<file path="src/rtl/fetch_unit.sv">
// ---------------------------------------------------------------------------
// fetch_unit
//
// Instruction-fetch stage. Owns the program-counter register that sits
// directly after the next-PC mux. Issues single-outstanding requests to
// instruction memory and buffers returned words in a 2-entry FIFO toward
// decode. A redirect from execute (pcSrc) flushes buffered and in-flight
// instructions.
//
// Optional feature macro: FETCH_BYPASS_EN
//   defined   : a word returning into an empty FIFO is presented to decode in
//               the same cycle (combinational bypass), saving one cycle.
//   undefined : decode outputs come from the FIFO only (fully registered).
//
// Parameters
//   RESET_PC    PC value loaded on reset.
//
// Ports
//   clk         sole clock, rising edge
//   rst_n       synchronous active-low reset
//   pcNext      next PC from the next-PC mux (target or pcPlusFour)
//   pcSrc       redirect / flush strobe from execute
//   pc          current fetch PC register
//   pcPlusFour  pc + 4 (mod 2^32), back to the next-PC mux
//   imemReq     instruction-memory request
//   imemAddr    request address (always equal to pc)
//   imemGnt     memory accepted the request this cycle
//   imemRvalid  read data valid
//   imemRdata   read data
//   instValid   instruction available to decode
//   instData    instruction word
//   instPc      address of instData
//   instReady   decode accepts this cycle
// ---------------------------------------------------------------------------
module fetch_unit #(
    parameter logic [31:0] RESET_PC = 32'h0000_0000
) (
    input  logic        clk,
    input  logic        rst_n,
    input  logic [31:0] pcNext,
    input  logic        pcSrc,
    output logic [31:0] pc,
    output logic [31:0] pcPlusFour,
    output logic        imemReq,
    output logic [31:0] imemAddr,
    input  logic        imemGnt,
    input  logic        imemRvalid,
    input  logic [31:0] imemRdata,
    output logic        instValid,
    output logic [31:0] instData,
    output logic [31:0] instPc,
    input  logic        instReady
);

    typedef enum logic [1:0] {
        S_FETCH,  // requesting when the FIFO has room
        S_WAIT,   // request granted, waiting for the response
        S_HOLD,   // FIFO full, waiting for decode to pop
        S_DROP    // response outstanding for a squashed address
    } state_t;

    state_t      r_state;
    state_t      w_state_next;
    logic [31:0] r_pc;
    logic [31:0] r_req_pc;

    logic [31:0] r_fifo_pc   [2];
    logic [31:0] r_fifo_data [2];
    logic        r_rd_ptr;
    logic        r_wr_ptr;
    logic [1:0]  r_count;

    logic        w_req;
    logic        w_gnt;
    logic        w_resp;
    logic        w_bypass;
    logic        w_push;
    logic        w_pop;

    // Request only from FETCH with room in the FIFO; forced low in reset.
    assign w_req  = rst_n && (r_state == S_FETCH) && (r_count != 2'd2);
    assign w_gnt  = w_req && imemGnt;
    // A response that belongs to the current (non-squashed) stream.
    assign w_resp = (r_state == S_WAIT) && imemRvalid && !pcSrc;

`ifdef FETCH_BYPASS_EN
    assign w_bypass  = w_resp && (r_count == 2'd0);
    assign instValid = (r_count != 2'd0) || w_bypass;
    assign instData  = w_bypass ? imemRdata : r_fifo_data[r_rd_ptr];
    assign instPc    = w_bypass ? r_req_pc  : r_fifo_pc[r_rd_ptr];
`else
    assign w_bypass  = 1'b0;
    assign instValid = (r_count != 2'd0);
    assign instData  = r_fifo_data[r_rd_ptr];
    assign instPc    = r_fifo_pc[r_rd_ptr];
`endif

    // A bypassed word consumed by decode this cycle never enters the FIFO.
    assign w_push = w_resp && !(w_bypass && instReady);
    // A pop in the flush cycle is meaningless: the FIFO is being cleared.
    assign w_pop  = (r_count != 2'd0) && instReady && !pcSrc;

    assign pc         = r_pc;
    assign pcPlusFour = r_pc + 32'd4;
    assign imemAddr   = r_pc;
    assign imemReq    = w_req;

    // NOTE: every output of a combinational block gets a default first, so
    // no path through the case statement leaves a value held (no latch).
    always_comb begin
        w_state_next = r_state;
        case (r_state)
            S_FETCH: begin
                if (pcSrc) begin
                    // A grant in the redirect cycle was for the old pc.
                    w_state_next = w_gnt ? S_DROP : S_FETCH;
                end else if (r_count == 2'd2) begin
                    w_state_next = S_HOLD;
                end else if (w_gnt) begin
                    w_state_next = S_WAIT;
                end
            end
            S_WAIT: begin
                if (imemRvalid) begin
                    w_state_next = S_FETCH;
                end else if (pcSrc) begin
                    w_state_next = S_DROP;
                end
            end
            S_HOLD: begin
                if (pcSrc || w_pop || (r_count != 2'd2)) begin
                    w_state_next = S_FETCH;
                end
            end
            S_DROP: begin
                if (imemRvalid) begin
                    w_state_next = S_FETCH;
                end
            end
            default: w_state_next = S_FETCH;
        endcase
    end

    // NOTE: state registers use non-blocking assignments so every flop
    // samples pre-edge values regardless of statement order.
    always_ff @(posedge clk) begin
        if (!rst_n) begin
            r_state  <= S_FETCH;
            r_pc     <= RESET_PC;
            r_req_pc <= RESET_PC;
            r_rd_ptr <= 1'b0;
            r_wr_ptr <= 1'b0;
            r_count  <= 2'd0;
        end else begin
            r_state <= w_state_next;
            if (pcSrc || w_gnt) begin
                r_pc <= pcNext;
            end
            if (w_gnt) begin
                r_req_pc <= r_pc;
            end
            if (pcSrc) begin
                r_rd_ptr <= 1'b0;
                r_wr_ptr <= 1'b0;
                r_count  <= 2'd0;
            end else begin
                if (w_push) begin
                    r_wr_ptr <= ~r_wr_ptr;
                end
                if (w_pop) begin
                    r_rd_ptr <= ~r_rd_ptr;
                end
                r_count <= r_count + {1'b0, w_push} - {1'b0, w_pop};
            end
        end
    end

    // NOTE: FIFO storage is deliberately not reset; r_count qualifies every
    // read, so stale contents are never observed.
    always_ff @(posedge clk) begin
        if (w_push) begin
            r_fifo_pc[r_wr_ptr]   <= r_req_pc;
            r_fifo_data[r_wr_ptr] <= imemRdata;
        end
    end

endmodule

</file>
<file path="config.mk">
export PLATFORM = sky130hd
export DESIGN_NAME = fetch_unit
export DESIGN_NICKNAME = d
export VERILOG_FILES = /design/src/rtl/fetch_unit.sv
export SDC_FILE = /design/constraint.sdc
export NUM_CORES = 1
export LEC_CHECK = 0
export BUFFER_PORTS_ARGS = -buffer_cell sky130_fd_sc_hd__buf_2
export CORE_AREA = 3 3 130 132
export DETAILED_ROUTE_END_ITERATION = 16
export DIE_AREA = 0 0 133 135
export MAX_ROUTING_LAYER = met4
export PLACE_DENSITY_LB_ADDON = 0.15
export RECOVER_POWER = 100
export SETUP_SLACK_MARGIN = 0.3
export SYNTH_ARGS = -nofsm -noshare
export SYNTH_HDL_FRONTEND = slang
export SYNTH_SLANG_ARGS = --single-unit
</file>
<file path="constraint.sdc">
create_clock -name clk -period 4.72 [get_ports clk]
set_input_delay 0.236 -clock clk [delete_from_list [all_inputs] [get_ports clk]]
set_output_delay 0.236 -clock clk [all_outputs]
set_load 0.005 [all_outputs]
</file>
==> metrics.cfg <==
[synthesis]
synthDistinctLibCells=35
yosysWarnings=0
ys_seq_elements=199
seq_area_frac_synth_pct=64.5
synth_nets=715
syn-cell-area_um2=8170
syn_avg_cell_area_um2=12.7
syn_inst=642

[worst_setup_path]
required_ns=4.77
crit_fanout=46
crit_arrival_ns=3.35
path_delay_family=simple AND/OR/NAND/NOR gates
endpoint_kind=flip-flop
cp_slowest_cell=nor2_1
ff2ff_path_depth=5
start_kind=flip-flop
critPathMaxStageDelay_ns=1.21
path_cells=nand2_1, nor3_1, inv_1, nor2_1, buf_4
criticalPathCategory=reg -> reg
cp_num_buf_inv=2
crit_cells=5

[die]
dieArea_um2=18000
io_pins=232
die_y_um=135
row_count=46
core_area_um2=15800
fp.dieW_um=133
start_util_pct=51.6

[global_route]
grt_max_degree=71
antenna_found_initial=0
grt_pass1_vias=5176
gr-total-overflow=0
grt_usage_pct=19.3
grt_pass1_wl_mm=26.7

[clocking]
htreeDepth=4
root_buffer=clkbuf_16
cts_buffer_depth=2
clk_pin_slew_ns=0.07
clk_latency_ns=0.42
numCtsBuffers=17
post_cts_resized=0
cts_sinks=199
tritoncts=done

[run_status]
violations=max-capacitance violations, max-slew violations
status=finished with violations

[timing]
layout_setup_ws_ns=1.42
setup_viol=0
timing.final.crit_share_pct=69.9
slew_headroom_pct=-35.2
worst_pin_slew_ns=2.03
skew_ns=0.0133
slew_violations=78
finalHoldViolations=0
period_needed_ns=3.30
rsz0062_at_grt=false
setup_tns_ns=0
max_freq_mhz=303

[placement]
dpl.hpwl_mm=11.4
gp_congestion=0.793
preCtsSetupSlack_ns=2.05
placed_cell_area_um2=9210
port_buffers=231

[routing]
postRouteAntennaNets=0
routedWlPerCell_um=16.3
first_pass_iters=5
drtIter0Drc=344
drcViolationCount=0
vias_per_cell=5.06
drt-total-wl_mm=17.5
dr_total_vias=5429

[pwr]
p_leak_nw=3.64
powerDensity_nw_per_um2=361
ir_drop_mv=0.292

[layout]
final_nets=917
antenna_cells=0
drive_gt1_share_pct=25.8
utilization_pct=61.7
design_area_um2=9770
synthToLayoutAreaGrowth_pct=19.6

[worst_hold_path]
hold_path_depth=1
holdCritPathClass=in -> reg

[flow_run]
cap_violations=2

==> registers in the layout, summed over array words and instances, names as in the netlist, named ones only <==
name         flops
r_count          2
r_state          2
r_req_pc        32
r_wr_ptr         1
imemAddr        32
r_fifo_pc       64
r_rd_ptr         1
r_fifo_data     64
==> cell usage after synthesis (all sizes together) <==
cell | number | area (µm²)
edfxtp | 128 | 3840
nand2 | 110 | 413
dfxtp | 71 | 1420
o21ai | 65 | 325
mux2 | 64 | 721
buf | 52 | 355
a21boi | 32 | 240
xnor2 | 25 | 219
clkbuf | 20 | 77.6
nand4 | 14 | 109
nor2 | 13 | 48.8
nand3 | 7 | 35.0
xor2 | 7 | 61.3
and4 | 4 | 35.0
inv | 4 | 15.0
nor3 | 4 | 30.0
nor4 | 4 | 76.3
and2 | 3 | 18.8
and3 | 3 | 18.8
ha | 3 | 37.5
nor2b | 2 | 12.5
o21a | 2 | 15.0
a21oi | 1 | 5.00
nor4b | 1 | 8.76
o31ai | 1 | 7.51
o41a | 1 | 11.3
or2 | 1 | 6.26
==> per-stage QoR <==
stage	instances	hold slack, ns	total power, mW
detailed placement	1022	0.428	2.18
finish	1073	0.0447	3.52
global placement	1022	0.426	2.18
global route	1073	0.0316	3.65
CTS	1072	0.00103	3.57
floorplan	642	0.335	2.09
==> layout make-up <==
class | instances | area, µm²
Timing Repair Buffer | 255 | 1240
Tap cell | 216 | 270
Fill cell | 1327 | 6060
Sequential cell | 199 | 5270
Inverter | 4 | 15.0
Clock inverter | 13 | 130
Clock buffer | 19 | 433
Multi-Input combinational cell | 367 | 2410
==> worst paths after layout <==
check	from	endpoint	slack, ns
setup / recovery	r_state[0]	r_fifo_pc[0][20]	1.42
hold / removal	imemRdata[2]	r_fifo_data[1][2]	0.04
setup reg to reg	r_state[0]	r_fifo_pc[0][20]	1.42
hold reg to reg	r_req_pc[19]	r_fifo_pc[0][19]	0.45
==> cell usage in the layout (no fill, tap or decap), types with 3 or more instances in the layout <==
cell type / instances
edfxtp_1: 128
buf_2: 120
clkbuf_1: 112
nand2_1: 110
dfxtp_1: 70
o21ai_0: 65
mux2_2: 62
a21boi_0: 26
xnor2_1: 25
dlygate4sd3_1: 19
clkbuf_16: 17
nor2_1: 13
nand4_1: 12
nand3_1: 7
xor2_1: 7
a21boi_1: 6
nor3_1: 4
inv_1: 4
and4_1: 4
and3_1: 3
nor4_1: 3
ha_1: 3
clkinvlp_4: 3
clkinv_1: 3
clkbuf_2: 3
buf_4: 3
==> what timing repair did <==
item / CTS / global route
hold endpoints to repair: 36 / 2
hold buffers: 18 / 1
buffers inserted: 0 / 0
==> routing by layer <==
| metal | part of all wire, % | track usage [%] | vias to the layer above |
|---|---|---|---|
| met5 | 0 | - | - |
| li1 | - | - | 2647 |
| met2 | 48 | 30.4 | 193 |
| met4 | 1.5 | 6.12 | 0 |
| met3 | 6.0 | 4.17 | 18 |
| met1 | 44 | 25.3 | 2571 |
==> cells by family (layout without fill, tap and decap cells) <==
kind of cell | after synthesis | in the layout | synth area share [%]
and+or+nand+nor | 166 | 166 | 9.94
xor gates and xnor gates | 32 | 32 | 3.43
buffers and inverters | 76 | 291 | 5.48
DFF | 199 | 199 | 64.5
muxes | 64 | 64 | 8.82
adders and majority gates | 3 | 3 | 0.460
AOI/OAI and AO/OA | 102 | 102 | 7.40
==> where the power goes <==
part	switching [mW]	internal, mW	leakage, nW
sequential	0.0530	1.89	1.83
clock	0.604	0.776	0.266
combinational	0.108	0.0957	1.54
Power figures use the tool's default switching activity.
